## src/rtl/pipe_reg_chain_if.sv

```systemverilog
// Handshake bundle for pipe_reg_chain: producer side, consumer side, flush and occupancy.
// The slave modport is the chain's own view; master is the view of whoever drives it.
interface pipe_reg_chain_if #(
  parameter int WIDTH = 8,
  parameter int DEPTH = 4
);
  localparam int CW = $clog2(DEPTH + 1);

  logic             in_valid;
  logic             in_ready;
  logic [WIDTH-1:0] in_data;
  logic             out_valid;
  logic             out_ready;
  logic [WIDTH-1:0] out_data;
  logic             flush;
  logic [CW-1:0]    count;

  modport master (
    output in_valid, in_data, out_ready, flush,
    input  in_ready, out_valid, out_data, count
  );

  modport slave (
    input  in_valid, in_data, out_ready, flush,
    output in_ready, out_valid, out_data, count
  );
endinterface

```

## src/rtl/pipe_reg_chain.sv

```systemverilog
// Elastic chain of DEPTH valid/ready register stages with bubble collapsing,
// synchronous flush and a registered occupancy count.
module pipe_reg_chain #(
  parameter int               WIDTH     = 8,
  parameter int               DEPTH     = 4,
  parameter logic [WIDTH-1:0] RESET_VAL = '0
) (
  input  logic                clk,
  input  logic                reset,
  pipe_reg_chain_if.slave     bus
);
  localparam int CW = $clog2(DEPTH + 1);

  logic [DEPTH-1:0]            v_all;
  logic [DEPTH-1:0][WIDTH-1:0] d_all;
  logic [DEPTH:0]              go;
  logic                        in_xfer;
  logic                        out_xfer;
  logic [CW-1:0]               count_q;
  logic [CW-1:0]               count_d;

  // Ready ripples from the output back to the input in a single combinational pass.
  always_comb begin
    go        = '0;
    go[DEPTH] = bus.out_ready;
    for (int i = DEPTH - 1; i >= 0; i--) begin
      go[i] = !v_all[i] || go[i+1];
    end
  end

  genvar gi;
  generate
    for (gi = 0; gi < DEPTH; gi++) begin : g_stage
      logic             v_q;
      logic             v_d;
      logic [WIDTH-1:0] d_q;
      logic [WIDTH-1:0] d_d;
      logic             up_v;
      logic [WIDTH-1:0] up_d;

      if (gi == 0) begin : g_head
        assign up_v = bus.in_valid;
        assign up_d = bus.in_data;
      end else begin : g_body
        assign up_v = v_all[gi-1];
        assign up_d = d_all[gi-1];
      end

      // Payload only moves with a valid item, so empty stages keep stale data.
      always_comb begin
        v_d = v_q;
        d_d = d_q;
        if (bus.flush) begin
          v_d = 1'b0;
        end else if (go[gi]) begin
          v_d = up_v;
          if (up_v) begin
            d_d = up_d;
          end
        end
      end

      always_ff @(posedge clk or posedge reset) begin
        if (reset) begin
          v_q <= 1'b0;
          d_q <= RESET_VAL;
        end else begin
          v_q <= v_d;
          d_q <= d_d;
        end
      end

      assign v_all[gi] = v_q;
      assign d_all[gi] = d_q;
    end
  endgenerate

  assign bus.in_ready  = go[0] && !bus.flush;
  assign bus.out_valid = v_all[DEPTH-1] && !bus.flush;
  assign bus.out_data  = d_all[DEPTH-1];

  assign in_xfer  = bus.in_valid && bus.in_ready;
  assign out_xfer = bus.out_valid && bus.out_ready;

  always_comb begin
    count_d = count_q;
    if (bus.flush) begin
      count_d = '0;
    end else begin
      count_d = count_q + CW'(in_xfer) - CW'(out_xfer);
    end
  end

  always_ff @(posedge clk or posedge reset) begin
    if (reset) begin
      count_q <= '0;
    end else begin
      count_q <= count_d;
    end
  end

  assign bus.count = count_q;
endmodule

```

## src/flat_wrapper.sv

```systemverilog
// flat-port wrapper written by rule: the top's interface ports become plain ports
module pipe_reg_chain_flat 
#(
  parameter int               WIDTH     = 8,
  parameter int               DEPTH     = 4,
  parameter logic [WIDTH-1:0] RESET_VAL = '0
)
  (clk, reset, bus_in_valid, bus_in_data, bus_out_ready, bus_flush, bus_in_ready, bus_out_valid, bus_out_data, bus_count);
  pipe_reg_chain_if #(.WIDTH(WIDTH), .DEPTH(DEPTH)) bus_i ();
  input  logic clk;
  input  logic reset;
  input wire logic [$bits(bus_i.in_valid)-1:0] bus_in_valid;
  input wire logic [$bits(bus_i.in_data)-1:0] bus_in_data;
  input wire logic [$bits(bus_i.out_ready)-1:0] bus_out_ready;
  input wire logic [$bits(bus_i.flush)-1:0] bus_flush;
  output wire logic [$bits(bus_i.in_ready)-1:0] bus_in_ready;
  output wire logic [$bits(bus_i.out_valid)-1:0] bus_out_valid;
  output wire logic [$bits(bus_i.out_data)-1:0] bus_out_data;
  output wire logic [$bits(bus_i.count)-1:0] bus_count;
  assign bus_i.in_valid = bus_in_valid;
  assign bus_i.in_data = bus_in_data;
  assign bus_i.out_ready = bus_out_ready;
  assign bus_i.flush = bus_flush;
  assign bus_in_ready = bus_i.in_ready;
  assign bus_out_valid = bus_i.out_valid;
  assign bus_out_data = bus_i.out_data;
  assign bus_count = bus_i.count;
  pipe_reg_chain #(.WIDTH(WIDTH), .DEPTH(DEPTH), .RESET_VAL(RESET_VAL)) u_core (.clk(clk), .reset(reset), .bus(bus_i));
endmodule
```

## config.mk

```make
export PLATFORM = sky130hd
export DESIGN_NAME = pipe_reg_chain_flat
export DESIGN_NICKNAME = d
export VERILOG_FILES = /design/src/rtl/pipe_reg_chain_if.sv /design/src/rtl/pipe_reg_chain.sv /design/src/flat_wrapper.sv
export SDC_FILE = /design/constraint.sdc
export NUM_CORES = 1
export LEC_CHECK = 0
export CAP_MARGIN = 0
export CORE_ASPECT_RATIO = 0.7
export CORE_UTILIZATION = 45
export CTS_BUF_LIST = sky130_fd_sc_hd__clkbuf_16
export DETAILED_ROUTE_END_ITERATION = 7
export PLACE_DENSITY_LB_ADDON = 0.08
export SLEW_MARGIN = 20
export SYNTH_ARGS = -nofsm -noshare
export SYNTH_HDL_FRONTEND = slang
export SYNTH_SLANG_ARGS = --single-unit
```

## constraint.sdc

```tcl
create_clock -name clk -period 2.3 [get_ports clk]
set_input_delay 0.46 -clock clk [delete_from_list [all_inputs] [get_ports clk]]
set_output_delay 0.46 -clock clk [all_outputs]
set_load 0.02 [all_outputs]
```

# Word-level counts from Yosys, hierarchy flattened
# Index checks and enable logic that the tools add are counted.
# classes
add_sub_neg	2
muxes	9
n_bitwise	1
n_reduce_logical	21
# ops
cell	count
$reduce_and A3 Y1	4
$mux W1	8
$reduce_bool A2 Y1	4
$logic_not A1 Y1	5
$logic_and A1 B1 Y1	4
$logic_or A1 B1 Y1	4
$add A3 B1 Y3	1
$mux W3	1
$sub A3 B1 Y3	1
$not A1 Y1	1
# totals
regBits	39
inputBits	13

# Logic depth before layout (Yosys ltp)
# Gate-level depths: netlist of run 1.
# logic_depth
depth_word	10
mapped_depth	10
mapped_depth_nobuf	9

# Worst setup path after synthesis of run 1
# No wires, ideal clock.
# synth_path
kind	input port to flip-flop
start	in bus_flush
end	reg u_core.count_q[2], in the netlist u_core.bus.count[2]
setup_ns	0.132
arrival_ns	2.199
required_ns	2.168
slack_ns	-0.030
cell_stages	10
path_cell_list	clkbuf_1 -> nor2b_1 -> and2_2 -> ha_1 -> inv_1 -> ha_1 -> inv_1 -> fa_1 -> xnor2_1 -> nor2_1
# synth_rtl
element	line_no	source
start, declared	flat_wrapper.sv:15	input wire logic [$bits(bus_i.flush)-1:0] bus_flush;
$logic_not A1 Y1	pipe_reg_chain.sv:79	assign bus.out_valid = v_all[DEPTH-1] && !bus.flush;
$logic_and A1 B1 Y1	pipe_reg_chain.sv:79	
named net bus_out_valid	flat_wrapper.sv:17	output wire logic [$bits(bus_i.out_valid)-1:0] bus_out_valid;
$logic_and A1 B1 Y1	pipe_reg_chain.sv:83	assign out_xfer = bus.out_valid && bus.out_ready;
$sub A3 B1 Y3	pipe_reg_chain.sv:90	count_d = count_q + CW'(in_xfer) - CW'(out_xfer);
$mux W3	pipe_reg_chain.sv:87	if (bus.flush) begin
named net u_core.count_d[2]	pipe_reg_chain.sv:20	logic [CW-1:0] count_d;
end signal, assigned	pipe_reg_chain.sv:98	count_q <= count_d;
end, declared	pipe_reg_chain.sv:19	logic [CW-1:0] count_q;
# The timed path passes the listed nets, and every way through them passes these cells.
# A chain may end at the register's enable or synchronous reset.

# Worst setup path after layout of run 1
# layout_path
start	in bus_out_ready
end	out bus_in_ready
# layout_between
elab_chain_len	5
# layout_lines
element	line_no	source
start, declared	flat_wrapper.sv:14	input wire logic [$bits(bus_i.out_ready)-1:0] bus_out_ready;
$logic_or A1 B1 Y1 (4 in series)	pipe_reg_chain.sv:27	go[i] = !v_all[i] || go[i+1];
$logic_and A1 B1 Y1	pipe_reg_chain.sv:78	assign bus.in_ready = go[0] && !bus.flush;
end, declared	flat_wrapper.sv:16	output wire logic [$bits(bus_i.in_ready)-1:0] bus_in_ready;
# No other way between the ends.

==> metrics.cfg, run 1 <==
[synth]
async_set_or_reset_register_ratio_after_synthesis = 1.000
synth.yosys.seq_area_share = 0.6065
yosysTopAreaCellShare = 0.6065
netlist-cell-type-count = 21
ys_warn_count = 0
synth.net_count = 123
syn-cell-area_sq_um = 1609
synth-edff-count = 0
post_synth_main_area_contributors = sky130_fd_sc_hd__dfrtp_1 61%, sky130_fd_sc_hd__mux2_2 17%, sky130_fd_sc_hd__mux2_4 7.5%
mean_instance_size_in_the_synthesized_netlist_sq_um = 15.04
netlist_instances = 107
synth_ff_type = sky130_fd_sc_hd__dfrtp_1
synth_largest_area_cell = sky130_fd_sc_hd__dfrtp_1
synth_seq_cells = 39

[floorplanning]
effective_utilization_at_floorplan = 0.4912
die_h_um = 52.03
core_region_area_sq_um = 3276
die_area_sq_um = 3823
row_count = 17
die_wd_um = 73.47
boundaryPins = 26

[layout]
area_growth_pct = 29.70
layoutNonFillerInstCount = 187
layout_common_cells = 39 x sky130_fd_sc_hd__dfrtp_1, 24 x sky130_fd_sc_hd__mux2_2, 23 x sky130_fd_sc_hd__clkdlybuf4s50_1, 8 x sky130_fd_sc_hd__mux2_4, 8 x sky130_fd_sc_hd__nor2_1
final_net_count = 155
final_design_area_no_fill_sq_um = 2087
n_antenna_cell = 0
share_of_post_route_cells_with_drive_strength_above_1 = 0.3429
fin_util = 0.6371
final_common_cell = sky130_fd_sc_hd__dfrtp_1

[worst_hold_path]
worstHoldPathCells = 1
hold_path_startpoint = u_core.g_stage[0].d_q[6]
timing.hold.worst.class = reg -> reg
whs_endpoint = u_core.g_stage[1].d_q[6]

[setup_path]
worst-setup-path-type = in -> out
cp_num_cells = 4
critical_path_peak_fanout = 3
critical_path_buf_inv_count = 2
critPathCaptureType = primary output
ff_to_ff_setup_slack_ns = 0.34
crit_required_ns = 1.84
crit_path_cell_trace = clkdlybuf4s50_1 > and4b_1 > a21oi_1 > dlygate4sd2_1
cp.arrival_ns = 1.68
cp_top_family = buffers and inverters
reg2reg_depth = 9
critPathSlowestCell = sky130_fd_sc_hd__clkdlybuf4s50_1
r2r_end = u_core.bus.count[2]
max_stage_delay_ns = 0.50
startpoint_type = primary input
timing.rr.start = u_core.g_stage[3].v_q

[run]
drv_cap = 0

[detailed_routing]
detail-route-antenna-nets = 0
drt_first_pass_iters = 4
route.detailed.vias_per_inst = 4.733
drc = 0
routed-via-count = 885
drt_first_iter_violations = 44
routed_wire_length_per_instance_um = 13.43
drt-total-wl_um = 2512

[global_route]
grt_most_used_layer = met1
gr-usage-all-layers = 0.1572
grt.overflow.total = 0
number_of_global_route_vias_before_repair = 870
number_of_antenna_violations_at_the_first_check_in_global_routing = 0
globalRouteMet3Util = 0.05814
grt.met1_usage = 0.2231
met2_usage = 0.2141
grt_pass1_wl_um = 4264
largest_net_degree_at_the_start_of_global_routing = 40

[clock_network]
htree_num_levels = 2
cts_root_buf = sky130_fd_sc_hd__clkbuf_16
clock_tree.buffer_depth = 2
worstSkewPairLatency_ns = 0.27
ctsHoldBuffers = 0
cts_tree = done
clock_sink_count = 39
postCtsSetupBuffers = 0
cts_inserted_buffers = 5
cts.reportedPaths.clkPinSlew_ns = 0.05

[power]
p_total_mw = 2.165
static-leakage-power_nw = 0.9810
cellPowerDensity_nw_per_um2 = 1037
irDropWorstVdd_uv = 518.5

[outcome]
run_status = complete, no violations

[sta]
fin_skew_ns = 0.002974
grt_setup_unrepaired = no
final.setup.tns_ns = 0
finalSetupViolCount = 0
max-slew-margin-rel = 0.6778
report.final.hold_viol_count = 0
worstMarginPinSlew_ns = 0.4833
fin_crit_sh = 0.9298
fin_crit_ns = 2.139
report.final.slew_viol_count = 0
max_clock_freq_ghz = 0.4676

[placed_design]
port_buffers = 25
place.detailed.hpwl_um = 1849
placed_insts = 179
placed_area_sq_um = 1922
place_congestion = 0.7992

[power breakdown]
| part | leakage [nW] | internal (mW) | switching, mW |
|---|---|---|---|
| registers | 0.485 | 0.866 | 0.100 |
| clock network | 0.0812 | 0.505 | 0.243 |
| logic | 0.414 | 0.279 | 0.172 |
[kinds of logic (layout without fill, tap and decap cells)]
kind of cell / count (synthesis) / after routing / share of synthesized area
AND/OR/NAND/NOR: 16 / 16 / 0.05755
AO/OA/AOI/OAI: 5 / 5 / 0.02022
multiplexers: 32 / 32 / 0.2426
buffers and inverters: 10 / 43 / 0.03421
XOR/XNOR: 2 / 2 / 0.01089
flip-flops: 39 / 39 / 0.6065
adder cells (fa/ha/maj): 3 / 3 / 0.02799
[routing by layer]
layer	share of wire	routed length, um
met3	0.049	124
met1	0.51	1274
met2	0.44	1094
met4	0.0076	19
met5	0	0
[how the worst max path moves through the flow]
stage / end / slack, ns / start
after floorplan: u_core.bus.count[2] / 0.06 / bus_flush
after global placement: bus_in_ready / -0.10 / bus_out_ready
after detailed placement: u_core.bus.count[2] / -0.13 / bus_flush
after CTS: u_core.bus.count[2] / 0.16 / bus_flush
after global routing: u_core.bus.count[2] / 0.02 / bus_out_ready
final: bus_in_ready / 0.16 / bus_out_ready
[sequential cells by signal, indices dropped and copies added (netlist names)]
| name | cells |
|---|---|
| u_core.g_stage.v_q | 4 |
| u_core.bus.out_data | 8 |
| u_core.bus.count | 3 |
| u_core.g_stage.d_q | 24 |
[per-stage QoR]
stage	hold WS (ns)	setup slack, ns
floorplan	0.4749	0.05847
global placement	0.4852	-0.1041
detailed placement	0.4916	-0.1286
CTS	0.5021	0.1639
global route	0.5100	0.02335
finish	0.4992	0.1614
[final cells by class]
type,count,area (sq um)
multi-input combinational,58,580.6
tap,47,58.81
timing repair buffer,30,289.0
sequential,39,975.9
fill,265,1189
clock buffer,5,125.1
clock inverter,3,38.79
inverter,5,18.77
[synth_stat cells, types with 2 or more instances]
cell type	count
sky130_fd_sc_hd__a21oi_1	3
sky130_fd_sc_hd__buf_2	2
sky130_fd_sc_hd__buf_6	2
sky130_fd_sc_hd__dfrtp_1	39
sky130_fd_sc_hd__ha_1	2
sky130_fd_sc_hd__inv_1	5
sky130_fd_sc_hd__mux2_2	24
sky130_fd_sc_hd__mux2_4	8
sky130_fd_sc_hd__nor2_1	8
sky130_fd_sc_hd__nor2b_1	2
sky130_fd_sc_hd__or3b_1	2
[what timing repair did]
item,CTS,global route
setup endpoints to repair,1,1
pin swaps,0,1
hold endpoints to repair,0,0
gates resized for setup,1,1
No activity file was read; power rests on OpenSTA's default activity.
==> run 2: changes to the inputs <==
--- a/config.mk
+++ b/config.mk
@@ -7,7 +7,7 @@
 export LEC_CHECK = 0
 export CAP_MARGIN = 0
 export CORE_ASPECT_RATIO = 0.7
-export CORE_UTILIZATION = 45
+export CORE_UTILIZATION = 29
 export CTS_BUF_LIST = sky130_fd_sc_hd__clkbuf_16
 export DETAILED_ROUTE_END_ITERATION = 7
 export PLACE_DENSITY_LB_ADDON = 0.08
==> metrics.cfg, run 2 (synthesized netlist as in run 1, its figures left out) <==
[layout]
final_design_area_no_fill_sq_um = 2116  ; +1.4%
largest_register = u_core.g_stage.d_q
area_growth_pct = 31.49
fin_util = 0.4003  ; -0.2368
layoutNonFillerInstCount = 212  ; +13%
final_net_count = 155  ; unchanged
largest_register_ffs = 24  ; unchanged
final-seq-area_sq_um = 975.9  ; unchanged
n_antenna_cell = 0  ; unchanged
final_common_cell = sky130_fd_sc_hd__dfrtp_1
layout.filler_cells = 513  ; +94%
multi_input_combinational_cell_area_sq_um = 580.6  ; unchanged
share_of_post_route_cells_with_drive_strength_above_1 = 0.3429  ; unchanged
layout_common_cells = 39 x sky130_fd_sc_hd__dfrtp_1, 24 x sky130_fd_sc_hd__mux2_2, 24 x sky130_fd_sc_hd__clkdlybuf4s50_1, 8 x sky130_fd_sc_hd__mux2_4, 8 x sky130_fd_sc_hd__nor2_1

[setup_path]
cp.arrival_ns = 2.33  ; +0.65 ns
r2r_end = u_core.bus.count[2]
crit_start = bus_out_ready
ff_to_ff_setup_slack_ns = 0.34  ; about the same
critPathCaptureType = flop
crit_required_ns = 2.46  ; +0.62 ns
startpoint_type = primary input
endpoint = u_core.bus.count[2]
timing.rr.start = u_core.g_stage[3].v_q
worst-setup-path-type = in -> reg
critical_path_peak_fanout = 4  ; +1
reg2reg_depth = 9  ; unchanged

[detailed_routing]
detail-route-antenna-nets = 0  ; unchanged
routed-via-count = 890  ; +0.56%
drt_first_iter_violations = 21  ; -52%
drt-total-wl_um = 2660  ; +5.9%
drc = 0  ; unchanged
drt_first_pass_iters = 4  ; unchanged
route.detailed.vias_per_inst = 4.198  ; -11%
routed_wire_length_per_instance_um = 12.55  ; -6.6%

[power]
static-leakage-power_nw = 0.9707  ; -1.0%
irDropWorstVdd_uv = 354.6  ; -32%
p_total_mw = 2.170  ; +0.21%
cellPowerDensity_nw_per_um2 = 1025  ; -1.2%

[global_route]
grt_pass1_wl_um = 4698  ; +10%
grt.overflow.total = 0  ; unchanged
gr-usage-all-layers = 0.1070  ; -0.05024
largest_net_degree_at_the_start_of_global_routing = 40  ; unchanged
number_of_antenna_violations_at_the_first_check_in_global_routing = 0  ; unchanged
number_of_global_route_vias_before_repair = 931  ; +7.0%

[run]
drv_cap = 0  ; unchanged

[placed_design]
port_buffers = 25  ; unchanged
place_congestion = 0.6832  ; -15%
place.detailed.hpwl_um = 1963  ; +6.2%
placed_insts = 204  ; +14%
dpl_worst_slack_ns = -0.1588  ; -0.03026 ns
placed_area_sq_um = 1953  ; +1.6%

[clock_network]
ctsHoldBuffers = 0  ; unchanged
worstSkewPairLatency_ns = 0.27  ; about the same
postCtsSetupBuffers = 0  ; unchanged
cts_tree = done
cts_root_buf = sky130_fd_sc_hd__clkbuf_16
clock_sink_count = 39  ; unchanged
clock_tree.buffer_depth = 2  ; unchanged
post_cts_resized = 1  ; unchanged
htree_num_levels = 2  ; unchanged
cts.reportedPaths.clkPinSlew_ns = 0.05  ; about the same
cts_inserted_buffers = 5  ; unchanged

[sta]
worstMarginPinSlew_ns = 0.4838  ; +0.0005031 ns
final.setup.tns_ns = 0  ; unchanged
whs_ns = 0.4981  ; -0.001071 ns
grt_setup_unrepaired = no
report.final.hold_viol_count = 0  ; unchanged
finalSetupViolCount = 0  ; unchanged
max-slew-margin-rel = 0.6775  ; about the same
report.final.slew_viol_count = 0  ; unchanged
max_clock_freq_ghz = 0.4621  ; -1.2%
fin_crit_sh = 0.9410  ; +0.01114
fin_skew_ns = 0.004144  ; +0.001170 ns
fin_crit_ns = 2.164  ; +0.02563 ns
worst_slack_ns = 0.1358  ; -0.02563 ns

[floorplanning]
effective_utilization_at_floorplan = 0.3045  ; -0.1868
die_wd_um = 91.03  ; +24%
die_h_um = 64.32  ; +24%
core_region_area_sq_um = 5285  ; +61%
row_count = 22  ; +5
boundaryPins = 26  ; unchanged
die_area_sq_um = 5855  ; +53%

[outcome]
run_status = complete, no violations

[worst_hold_path]
timing.hold.worst.class = reg -> reg

## run 2: changes by cell type in the layout (fill, tap and decap cells not counted), sizes merged
| cell | change |
|---|---|
| dlymetal6s2s | -1 |
| clkdlybuf4s50 | +1 |
## run 2: worst min path at each step
stage | from | endpoint | slack (ns) | cells past startpoint
floorplan | u_core.g_stage[2].d_q[0] | u_core.bus.out_data[0] | 0.47 | 1
global placement | u_core.g_stage[1].v_q | u_core.g_stage[2].v_q | 0.49 | 2
detailed placement | u_core.g_stage[2].d_q[7] | u_core.bus.out_data[7] | 0.49 | 1
CTS | u_core.g_stage[2].d_q[7] | u_core.bus.out_data[7] | 0.50 | 1
global route | u_core.bus.out_data[2] | u_core.bus.out_data[2] | 0.52 | 1
finish | u_core.g_stage[2].d_q[7] | u_core.bus.out_data[7] | 0.50 | 1
## run 2: layer usage
| metal | share of wire | track usage |
|---|---|---|
| met1 | 0.56 | 0.1590 |
| met2 | 0.39 | 0.1364 |
| met5 | 0 | 0 |
| met4 | 0.013 | 0.05357 |
| met3 | 0.036 | 0.03333 |
## run 2: cell type report
| class | instances | share of cell area |
|---|---|---|
| clock buffer | 5 | 0.05914 |
| sequential | 39 | 0.4613 |
| tap | 72 | 0.04258 |
| multi-input combinational | 58 | 0.2744 |
| inverter | 5 | 0.008870 |
| clock inverter | 3 | 0.01833 |
| timing repair buffer | 30 | 0.1354 |
## run 2: report_power, final
group | switching [mW] | leakage [nW] | internal (mW)
sequential | 0.102 | 0.485 | 0.866
combinational | 0.169 | 0.404 | 0.279
clock | 0.249 | 0.0812 | 0.505
total | 0.520 | 0.971 | 1.65
## run 2: worst max-delay path, cell delays in order
cell and delay [ns]:
sky130_fd_sc_hd__clkdlybuf4s50_1 0.50, sky130_fd_sc_hd__and4b_1 0.23, sky130_fd_sc_hd__buf_4 0.15, sky130_fd_sc_hd__a21oi_2 0.17
sky130_fd_sc_hd__ha_1 0.17, sky130_fd_sc_hd__inv_1 0.05, sky130_fd_sc_hd__fa_1 0.38, sky130_fd_sc_hd__xnor2_1 0.16
sky130_fd_sc_hd__nor2_1 0.05
==> run 3: changes to the inputs <==
--- a/config.mk
+++ b/config.mk
@@ -11,6 +11,7 @@
 export CTS_BUF_LIST = sky130_fd_sc_hd__clkbuf_16
 export DETAILED_ROUTE_END_ITERATION = 7
 export PLACE_DENSITY_LB_ADDON = 0.08
+export SKIP_LAST_GASP = 1
 export SLEW_MARGIN = 20
 export SYNTH_ARGS = -nofsm -noshare
 export SYNTH_HDL_FRONTEND = slang
==> results of run 3 <==
Final layout, timing and power as in run 2 (identical DEF).
